<file path="src/rtl/lab3_mem_line_adapter_pkg.sv">
// Shared types for the line-to-word memory adapter: memory message layouts,
// message type codes and the adapter state encoding.
package lab3_mem_line_adapter_pkg;

    localparam logic [2:0] MEM_READ  = 3'd0;
    localparam logic [2:0] MEM_WRITE = 3'd1;
    localparam logic [2:0] MEM_INIT  = 3'd2;

    localparam int WORDS_PER_LINE = 4;

    typedef struct packed {
        logic [2:0]   msg_type;
        logic [7:0]   opaque;
        logic [31:0]  addr;
        logic [3:0]   len;
        logic [127:0] data;
    } mem_req_16B_t;

    typedef struct packed {
        logic [2:0]   msg_type;
        logic [7:0]   opaque;
        logic [1:0]   test;
        logic [3:0]   len;
        logic [127:0] data;
    } mem_resp_16B_t;

    typedef struct packed {
        logic [2:0]  msg_type;
        logic [7:0]  opaque;
        logic [31:0] addr;
        logic [1:0]  len;
        logic [31:0] data;
    } mem_req_4B_t;

    typedef struct packed {
        logic [2:0]  msg_type;
        logic [7:0]  opaque;
        logic [1:0]  test;
        logic [1:0]  len;
        logic [31:0] data;
    } mem_resp_4B_t;

    typedef enum logic [1:0] {
        ADPT_IDLE = 2'd0,
        ADPT_XFER = 2'd1,
        ADPT_RESP = 2'd2
    } adpt_state_e;

    // Single-character state tag for line traces.
    function automatic logic [7:0] adpt_trace_char(adpt_state_e s);
        case (s)
            ADPT_IDLE: return "I";
            ADPT_XFER: return "X";
            default:   return "R";
        endcase
    endfunction

endpackage

</file>
<file path="src/rtl/lab3_mem_line_adapter_if.sv">
// Bundle of the line-side (cache) and word-side (memory) handshakes.
// master = cache + memory environment, slave = the adapter.
interface lab3_mem_line_adapter_if;
    import lab3_mem_line_adapter_pkg::*;

    mem_req_16B_t  linereq_msg;
    logic          linereq_val;
    logic          linereq_rdy;

    mem_resp_16B_t lineresp_msg;
    logic          lineresp_val;
    logic          lineresp_rdy;

    mem_req_4B_t   wordreq_msg;
    logic          wordreq_val;
    logic          wordreq_rdy;

    mem_resp_4B_t  wordresp_msg;
    logic          wordresp_val;
    logic          wordresp_rdy;

    modport master (
        output linereq_msg, linereq_val,
        input  linereq_rdy,
        input  lineresp_msg, lineresp_val,
        output lineresp_rdy,
        input  wordreq_msg, wordreq_val,
        output wordreq_rdy,
        output wordresp_msg, wordresp_val,
        input  wordresp_rdy
    );

    modport slave (
        input  linereq_msg, linereq_val,
        output linereq_rdy,
        output lineresp_msg, lineresp_val,
        input  lineresp_rdy,
        output wordreq_msg, wordreq_val,
        input  wordreq_rdy,
        input  wordresp_msg, wordresp_val,
        output wordresp_rdy
    );

endinterface

</file>
<file path="src/rtl/lab3_mem_line_adapter_dpath.sv">
// Datapath: latched line request, 4x32b gather register for read data,
// and the per-word request / assembled line response muxing.
module lab3_mem_line_adapter_dpath
    import lab3_mem_line_adapter_pkg::*;
(
    input  logic          clk,
    input  logic          reset,
    input  logic          line_load,
    input  mem_req_16B_t  linereq_msg,
    input  logic [1:0]    word_idx,
    input  logic          gather_en,
    input  logic [1:0]    gather_idx,
    input  logic [31:0]   gather_data,
    output mem_req_4B_t   wordreq_msg,
    output mem_resp_16B_t lineresp_msg
);

    logic [2:0]   type_reg;
    logic [7:0]   opaque_reg;
    logic [27:0]  addr_reg;
    logic [31:0]  line_word_reg [WORDS_PER_LINE];
    logic [31:0]  gather_reg    [WORDS_PER_LINE];
    logic [127:0] gathered;

    // Line address is stored without its byte offset: requests are always line aligned.
    always_ff @(posedge clk or negedge reset) begin
        if (!reset) begin
            type_reg   <= '0;
            opaque_reg <= '0;
            addr_reg   <= '0;
            for (int i = 0; i < WORDS_PER_LINE; i++) begin
                line_word_reg[i] <= '0;
                gather_reg[i]    <= '0;
            end
        end else begin
            if (line_load) begin
                type_reg   <= linereq_msg.msg_type;
                opaque_reg <= linereq_msg.opaque;
                addr_reg   <= linereq_msg.addr[31:4];
                for (int i = 0; i < WORDS_PER_LINE; i++) begin
                    line_word_reg[i] <= linereq_msg.data[32*i +: 32];
                end
            end
            if (gather_en) begin
                gather_reg[gather_idx] <= gather_data;
            end
        end
    end

    for (genvar gi = 0; gi < WORDS_PER_LINE; gi++) begin : g_gather
        assign gathered[32*gi +: 32] = gather_reg[gi];
    end

    always_comb begin
        wordreq_msg          = '0;
        wordreq_msg.msg_type = (type_reg == MEM_READ) ? MEM_READ : MEM_WRITE;
        wordreq_msg.opaque   = {6'd0, word_idx};
        wordreq_msg.addr     = {addr_reg, word_idx, 2'b00};
        wordreq_msg.len      = 2'd0;
        wordreq_msg.data     = line_word_reg[word_idx];
    end

    always_comb begin
        lineresp_msg          = '0;
        lineresp_msg.msg_type = type_reg;
        lineresp_msg.opaque   = opaque_reg;
        lineresp_msg.test     = 2'd0;
        lineresp_msg.len      = 4'd0;
        lineresp_msg.data     = (type_reg == MEM_READ) ? gathered : '0;
    end

    logic unused_line_bits;
    assign unused_line_bits = ^{linereq_msg.len, linereq_msg.addr[3:0]};

endmodule

</file>
<file path="src/rtl/lab3_mem_line_adapter.sv">
// Splits each 16B line request into four pipelined 4B word requests, gathers
// the in-order word responses and returns a single 16B line response.
module lab3_mem_line_adapter
    import lab3_mem_line_adapter_pkg::*;
#(
    parameter int p_max_outstanding = 4
)
(
    input  logic                    clk,
    input  logic                    reset,
    lab3_mem_line_adapter_if.slave  bus
);

    localparam logic [2:0] MAX_OUT    = 3'(p_max_outstanding);
    localparam logic [2:0] LINE_WORDS = 3'(WORDS_PER_LINE);

    adpt_state_e state_reg, state_next;
    logic [2:0]  sent_reg, sent_next;
    logic [2:0]  recv_reg, recv_next;
    logic [2:0]  in_flight;

    logic linereq_rdy;
    logic lineresp_val;
    logic wordreq_val;
    logic wordresp_rdy;
    logic line_load;
    logic gather_en;

    assign in_flight = sent_reg - recv_reg;

    always_ff @(posedge clk or negedge reset) begin
        if (!reset) begin
            state_reg <= ADPT_IDLE;
            sent_reg  <= '0;
            recv_reg  <= '0;
        end else begin
            state_reg <= state_next;
            sent_reg  <= sent_next;
            recv_reg  <= recv_next;
        end
    end

    always_comb begin
        state_next   = state_reg;
        sent_next    = sent_reg;
        recv_next    = recv_reg;
        linereq_rdy  = 1'b0;
        lineresp_val = 1'b0;
        wordreq_val  = 1'b0;
        wordresp_rdy = 1'b0;
        line_load    = 1'b0;
        gather_en    = 1'b0;
        case (state_reg)
            ADPT_IDLE: begin
                linereq_rdy = 1'b1;
                if (bus.linereq_val) begin
                    line_load  = 1'b1;
                    sent_next  = '0;
                    recv_next  = '0;
                    state_next = ADPT_XFER;
                end
            end
            ADPT_XFER: begin
                // Issue throttled by the in-flight window; responses always accepted.
                wordreq_val  = (sent_reg < LINE_WORDS) && (in_flight < MAX_OUT);
                wordresp_rdy = 1'b1;
                if (wordreq_val && bus.wordreq_rdy) begin
                    sent_next = sent_reg + 3'd1;
                end
                if (bus.wordresp_val) begin
                    gather_en = 1'b1;
                    recv_next = recv_reg + 3'd1;
                    if (recv_reg == LINE_WORDS - 3'd1) begin
                        state_next = ADPT_RESP;
                    end
                end
            end
            ADPT_RESP: begin
                lineresp_val = 1'b1;
                if (bus.lineresp_rdy) begin
                    state_next = ADPT_IDLE;
                end
            end
            default: state_next = ADPT_IDLE;
        endcase
    end

    assign bus.linereq_rdy  = linereq_rdy;
    assign bus.lineresp_val = lineresp_val;
    assign bus.wordreq_val  = wordreq_val;
    assign bus.wordresp_rdy = wordresp_rdy;

    lab3_mem_line_adapter_dpath u_dpath (
        .clk          (clk),
        .reset        (reset),
        .line_load    (line_load),
        .linereq_msg  (bus.linereq_msg),
        .word_idx     (sent_reg[1:0]),
        .gather_en    (gather_en),
        .gather_idx   (recv_reg[1:0]),
        .gather_data  (bus.wordresp_msg.data),
        .wordreq_msg  (bus.wordreq_msg),
        .lineresp_msg (bus.lineresp_msg)
    );

    // Memory answers in order, so each response must carry the index of the oldest word.
    assert property (@(posedge clk) disable iff (!reset)
        (state_reg == ADPT_XFER && bus.wordresp_val) |-> (bus.wordresp_msg.opaque == {6'd0, recv_reg[1:0]}));

    logic unused_resp_bits;
    assign unused_resp_bits = ^{bus.wordresp_msg.msg_type, bus.wordresp_msg.test,
                                bus.wordresp_msg.len, bus.wordresp_msg.opaque};

endmodule
</file>
<file path="src/flat_wrapper.sv">
// flat-port wrapper written by rule: the top's interface ports become plain ports
module lab3_mem_line_adapter_flat import lab3_mem_line_adapter_pkg::*;
#(
    parameter int p_max_outstanding = 4
)
  (clk, reset, bus_linereq_msg, bus_linereq_val, bus_linereq_rdy, bus_lineresp_msg, bus_lineresp_val, bus_lineresp_rdy, bus_wordreq_msg, bus_wordreq_val, bus_wordreq_rdy, bus_wordresp_msg, bus_wordresp_val, bus_wordresp_rdy);
  lab3_mem_line_adapter_if bus_i ();
  input  logic clk;
  input  logic reset;
  input wire logic [$bits(bus_i.linereq_msg)-1:0] bus_linereq_msg;
  input wire logic [$bits(bus_i.linereq_val)-1:0] bus_linereq_val;
  output wire logic [$bits(bus_i.linereq_rdy)-1:0] bus_linereq_rdy;
  output wire logic [$bits(bus_i.lineresp_msg)-1:0] bus_lineresp_msg;
  output wire logic [$bits(bus_i.lineresp_val)-1:0] bus_lineresp_val;
  input wire logic [$bits(bus_i.lineresp_rdy)-1:0] bus_lineresp_rdy;
  output wire logic [$bits(bus_i.wordreq_msg)-1:0] bus_wordreq_msg;
  output wire logic [$bits(bus_i.wordreq_val)-1:0] bus_wordreq_val;
  input wire logic [$bits(bus_i.wordreq_rdy)-1:0] bus_wordreq_rdy;
  input wire logic [$bits(bus_i.wordresp_msg)-1:0] bus_wordresp_msg;
  input wire logic [$bits(bus_i.wordresp_val)-1:0] bus_wordresp_val;
  output wire logic [$bits(bus_i.wordresp_rdy)-1:0] bus_wordresp_rdy;
  assign bus_i.linereq_msg = bus_linereq_msg;
  assign bus_i.linereq_val = bus_linereq_val;
  assign bus_linereq_rdy = bus_i.linereq_rdy;
  assign bus_lineresp_msg = bus_i.lineresp_msg;
  assign bus_lineresp_val = bus_i.lineresp_val;
  assign bus_i.lineresp_rdy = bus_lineresp_rdy;
  assign bus_wordreq_msg = bus_i.wordreq_msg;
  assign bus_wordreq_val = bus_i.wordreq_val;
  assign bus_i.wordreq_rdy = bus_wordreq_rdy;
  assign bus_i.wordresp_msg = bus_wordresp_msg;
  assign bus_i.wordresp_val = bus_wordresp_val;
  assign bus_wordresp_rdy = bus_i.wordresp_rdy;
  lab3_mem_line_adapter #(.p_max_outstanding(p_max_outstanding)) u_core (.clk(clk), .reset(reset), .bus(bus_i));
endmodule
</file>
<file path="config.mk">
export PLATFORM = sky130hd
export DESIGN_NAME = lab3_mem_line_adapter_flat
export DESIGN_NICKNAME = d
export VERILOG_FILES = /design/src/rtl/lab3_mem_line_adapter_pkg.sv /design/src/rtl/lab3_mem_line_adapter_if.sv /design/src/rtl/lab3_mem_line_adapter_dpath.sv /design/src/rtl/lab3_mem_line_adapter.sv /design/src/flat_wrapper.sv
export SDC_FILE = /design/constraint.sdc
export NUM_CORES = 1
export LEC_CHECK = 0
export CORE_MARGIN = 10
export CORE_UTILIZATION = 45
export DETAILED_ROUTE_END_ITERATION = 16
export GPL_ROUTABILITY_DRIVEN = 0
export HOLD_SLACK_MARGIN = 0.02
export PLACE_DENSITY_LB_ADDON = 0.08
export SLEW_MARGIN = 20
export SYNTH_ARGS = -nofsm -noshare
export SYNTH_HDL_FRONTEND = slang
export SYNTH_SLANG_ARGS = --single-unit
</file>
<file path="constraint.sdc">
create_clock -name clk -period 2.1 [get_ports clk]
set_input_delay 0.42 -clock clk [delete_from_list [all_inputs] [get_ports clk]]
set_output_delay 0.42 -clock clk [all_outputs]
set_load 0.05 [all_outputs]
</file>
Word-level counts from Yosys, hierarchy flattened:

Cells that the tools add are included.

* $mul: 0
* bitwise logic cells: 2
* $add $sub $neg: 3
* equal/unequal tests: 8
* reductions and logical operators: 9
* mux-type cells: 26
* order comparisons: 5
* divide/modulo/power cells: 0
* shift operators: 0

Operator list (count)
* $bwmux W128: 1
* $mux W128: 1
* $mux W32: 3
* $bmux W32 S2: 1
* $demux W32 S2: 1
* $pmux W3 S2: 2
* $mux W1: 9
* $mux W3: 3
* $mux W2: 4
* $add A3 B1 Y3 const B: 2
* $ge A3 B3 Y1 const B: 2
* $lt A3 B3 Y1 const B: 2
* $ne A2 B2 Y1 const B: 3
* $not A2 Y3: 2
* $pmux W2 S3: 1
* $reduce_and A3 Y1: 2
* $ne A2 B1 Y1 const B: 2
* $reduce_and A4 Y1: 1
* $eq A3 B2 Y1 const B: 1
* $logic_and A1 B1 Y1: 3
* $logic_not A3 Y1: 1
* $lt A3 B1 Y1 const B: 1
* $sub A3 B3 Y3: 1
* $eq A2 B1 Y1 const B: 1
* 3 further kinds: 3

* memories: 0
* bits in registers: 303
* logic and storage cells: 67
* memory bits (read-only): 0
* RAM bits: 0
* output and inout bits: 226
* input bits: 228
* bits in latches: 0

Depth between registers and ports, before layout:

* depth in word-level cells: 6
* gate-level depth with buffers: 6
* gate-level depth less buffers: 5

Modules after synthesis:

A second synthesis with hierarchy kept.

* cells, all modules: 880
* area, all modules: 13163.9 um^2

By module, submodules not included
* lab3_mem_line_adapter_dpath: area an instance 12688.4 um^2, seq. area each 7382.1 um^2, instances 1, cells an instance 831
* lab3_mem_line_adapter: area an instance 475.5 um^2, seq. area each 200.2 um^2, instances 1, cells an instance 49

Worst setup path after synthesis:

No wires, ideal clock.

* path type: register to output
* from: register u_core.sent_reg[0]
* to: output port bus_wordreq_val
* arrival time: 2.196 ns
* slack: -0.516 ns
* buffers on the path: 1
* required time: 1.680 ns
* cell stages (with the launch flop): 6
* cell sequence: dfrtp_1 buf_2 nand2b_1 a21oi_1 xnor2_1 nor3b_1

* longest elaborated chain between the ends: 4
* elaborated cells on any way between the ends: 5
* those cells by class: 1 x add/sub; 2 x order compare; 1 x mux; 1 x reduce/logical

RTL lines
* start: declaration: line lab3_mem_line_adapter.sv:18 `logic [2:0] sent_reg, sent_next;`
* start signal: assignment: line lab3_mem_line_adapter.sv:38 `sent_reg <= sent_next;`
* $sub A3 B3 Y3: line lab3_mem_line_adapter.sv:29 `assign in_flight = sent_reg - recv_reg;`
* $lt A3 B3 Y1: line lab3_mem_line_adapter.sv:65 `wordreq_val = (sent_reg < LINE_WORDS) && (in_flight < MAX_OUT);`
* $logic_and A1 B1 Y1 (*): line lab3_mem_line_adapter.sv:65
* $mux W1 (*): line lab3_mem_line_adapter.sv:53 `case (state_reg)`
* end: declaration: line flat_wrapper.sv:17 `output wire logic [$bits(bus_i.wordreq_val)-1:0] bus_wordreq_val;`

Mark *: on every way between the ends. The rest lies on a longest branch, timed or not.

Final worst setup path:

* from: register u_core.sent_reg[0]
* to: output port bus_wordreq_msg[23]

* longest elaborated chain between the ends: 4

RTL lines
* $not A2 Y3 (not written as such): line lab3_mem_line_adapter_dpath.sv:60 `wordreq_msg.data = line_word_reg[word_idx];`
* $bmux W32 S2: line lab3_mem_line_adapter_dpath.sv:60
* $mux W32 (not written as such) (2 in series): line lab3_mem_line_adapter_dpath.sv:60
* end: declaration: line flat_wrapper.sv:16 `output wire logic [$bits(bus_i.wordreq_msg)-1:0] bus_wordreq_msg;`

No other way between the ends. The select of a mux whose other input is x is not followed.

==> impl_metrics.csv <==
group,metric,value,unit
sta,worst_pin_slew,0.580,ns
yosys,synth_top_area_share,0.561,
cells_and_area,drive_gt1_frac,0.350,
yosys,syn_area_per_cell,10.9,um2
floorplan,ios,454,
routing,drt_pass1_iterations,7,
pwr,p_per_area,1920,mW/mm2
cells_and_area,final_nets,1931,
yosys,synth_edf_count,0,
sta,finalWorstSetupSlack,-0.280,ns
pwr,vdd_drop_max,0.952,mV
global_routing,grt_pass1_wl,66200,um
floorplan,die_w,193,um
sta,post-route-period-util,1.13,
routing,ant_nets,0,
floorplan,die-area,0.0373,mm2
floorplan,core_area,0.0296,mm2
setup_path,rr_endpoint,"u_core.sent_reg[0]",
yosys,yosys-top-cells-count,"nand2_1, dfrtp_1, and2_1",
global_routing,grt_max_degree,66,
cells_and_area,stdcell_count,2111,
run,maxCapViolCount,0,
sta,finalClockSkew,0.0126,ns
placed_design,port_buffers,412,
yosys,synth.most_common_cell,"nand2_1",
clocking,cts_buffer_depth,3,
sta,fin_crit,2.38,ns
setup_path,regToRegSetupSlack,0.42,ns
placed_design,pre_cts_ws,0.0834,ns
yosys,ys.flop_type,"dfrtp_1",
yosys,post_synth_num_cell_types,31,
setup_path,cp_max_fo,14,
routing,drtIter0Drc,577,
pwr,power_leakage,0.0107,uW
routing,routedWlPerCell,20.5,um
clocking,htreeDepth,2,
yosys,yosysWarningCount,0,
setup_path,critPathKind,"reg2out",
routing,routed_via_density,4.85,
global_routing,antenna_found_initial,7,
pwr,total_power,42300,uW
yosys,synthTopCellsByArea,"dfrtp_1, nand2_1, mux2_2, and2_1, mux4_2",
placed_design,dp.final_hpwl,29600,um
cells_and_area,area_growth,62.5,%
clocking,clkSinkCount,303,
yosys,synth_cells,1236,
floorplan,num_rows,63,
setup_path,start_kind,"flop",
yosys,synth-async-reset-ratio,1.00,
setup_path,cp_slowest_cell,"mux4_2",
setup_path,crit_path_end_kind,"output port",
sta,rsz0062_at_grt,"yes",
global_routing,track_usage,0.222,
setup_path,path_cells,"buf_12 > mux4_2 > buf_6",
setup_path,cp.arrival,1.96,ns
setup_path,r2r-start,"u_core.sent_reg[0]",
clocking,numCtsBuffers,34,
sta,final-hold-violation-count,0,
yosys,netlist_area,0.0135,mm2
setup_path,r2r_cells,6,
global_routing,grt_pass1_vias,11084,
clocking,cts_root_buffer,"clkbuf_16",
routing,wl,43300,um
sta,slew_viol_final,0,
yosys,ys_ff_latch,303,
clocking,cts_tree,"done",
sta,fmax,420,MHz
yosys,yosys.area.top_type,"dfrtp_1",
setup_path,max_stage_delay,0.56,ns
global_routing,grt_overflow,0,
outcome,violations,"negative setup slack",
routing,drc,0,
routing,vias,10242,
setup_path,cp.required,1.68,ns
sta,relSlewSlack,0.615,
yosys,yosysSeqAreaShare,0.561,
worst_hold_path,min_path_type,"in2async",
clocking,cts.reportedPaths.clkPinSlew,0.06,ns
clocking,insertion_delay,0.50,ns
outcome,status,"complete, but fails checks",
sta,setup_viol,162,
floorplan,initial_utilization,0.456,
floorplan,die_h,193,um
placed_design,dp.cells,2009,
-- what timing repair did --
action,4_1_cts,5_1_grt
buffers inserted,23,5
hold endpoints to repair,38,0
pin swaps,60,25
resized for setup,144,75
cloned,13,6
hold buffers,1,0
setup endpoints to repair,188,173
-- metal layers --
| metal | global-route usage | routed length, um | vias to the layer above | part of all wire |
|---|---|---|---|---|
| li1 | - | - | 4837 | - |
| met1 | 0.267 | 17400 | 5022 | 0.40 |
| met2 | 0.380 | 22100 | 317 | 0.51 |
| met3 | 0.0593 | 2780 | 60 | 0.064 |
| met4 | 0.0667 | 998 | 6 | 0.023 |
| met5 | 0 | 44 | - | 0.0010 |
-- report_power, final --
| part | internal, uW | switching, uW | total, uW |
|---|---|---|---|
| Sequential | 8700 | 1590 | 10300 |
| Combinational | 12500 | 13700 | 26100 |
| Clock | 3530 | 2300 | 5830 |
| Total | 24700 | 17600 | 42300 |
-- final cells by class --
| class | instances | area [um2] |
|---|---|---|
| antenna | 4 | 10.0 |
| clock buffer | 53 | 1050 |
| clock inverter | 4 | 47.5 |
| fill | 1973 | 7680 |
| inverter | 6 | 25.0 |
| multi-input combinational | 851 | 5780 |
| sequential | 303 | 7580 |
| tap | 390 | 488 |
| timing repair buffer | 500 | 6970 |
-- critical path: cells and delay by family (launching register included) --
kind                   cells  cell delay, ns
muxes                      1            0.56
DFF                        1            0.50
buffers and inverters      2            0.39
-- worst max-delay path by stage --
stage	startpoint	cells after the start	end
after floorplan	u_core.sent_reg[0]	5	bus_wordreq_val
after global placement	bus_linereq_val	5	u_core.recv_reg[1]
after detailed placement	u_core.recv_reg[1]	6	bus_wordreq_val
after CTS	u_core.u_dpath.type_reg[2]	6	bus_lineresp_msg[112]
after global routing	u_core.u_dpath.type_reg[1]	7	bus_lineresp_msg[23]
final	u_core.sent_reg[0]	3	bus_wordreq_msg[23]
-- layout by cell type (no fill, tap or decap), drive strengths merged, types with 3 or more instances in the layout --
| cell | instances |
|---|---|
| dlygate4sd2 | 28 |
| clkdlybuf4s50 | 203 |
| nand2 | 516 |
| ha | 7 |
| mux2 | 128 |
| clkbuf | 59 |
| and2 | 128 |
| inv | 6 |
| o21ai | 3 |
| conb | 18 |
| dlymetal6s2s | 11 |
| diode | 4 |
| dfrtp | 303 |
| mux4 | 32 |
| mux2i | 3 |
| buf | 250 |
-- kinds of logic (layout without fill, tap and decap cells) --
family | after synthesis | after routing | share of synthesized area
and+or+nand+nor | 656 | 656 | 0.211
DFF | 303 | 303 | 0.561
muxes | 163 | 163 | 0.173
buffers and inverters | 99 | 563 | 0.0434
adders and majority gates | 7 | 7 | 0.00648
AOI/OAI and AO/OA | 6 | 6 | 0.00287
other | 1 | 22 | 0.000278
xor gates and xnor gates | 1 | 1 | 0.000649
-- metrics by stage --
| step | hold slack, ns | utilization | TNS, ns | instance area [um2] |
|---|---|---|---|---|
| after floorplan | 0.124 | - | -0.0395 | 13700 |
| after global placement | 0.357 | 0.669 | 0 | 19800 |
| after detailed placement | 0.358 | 0.669 | 0 | 19800 |
| after CTS | 0.423 | 0.736 | -41.91 | 21800 |
| after global routing | 0.432 | 0.741 | -50.12 | 22000 |
| final | 0.414 | 0.741 | -36.30 | 22000 |
Power figures use the tool's default switching activity.
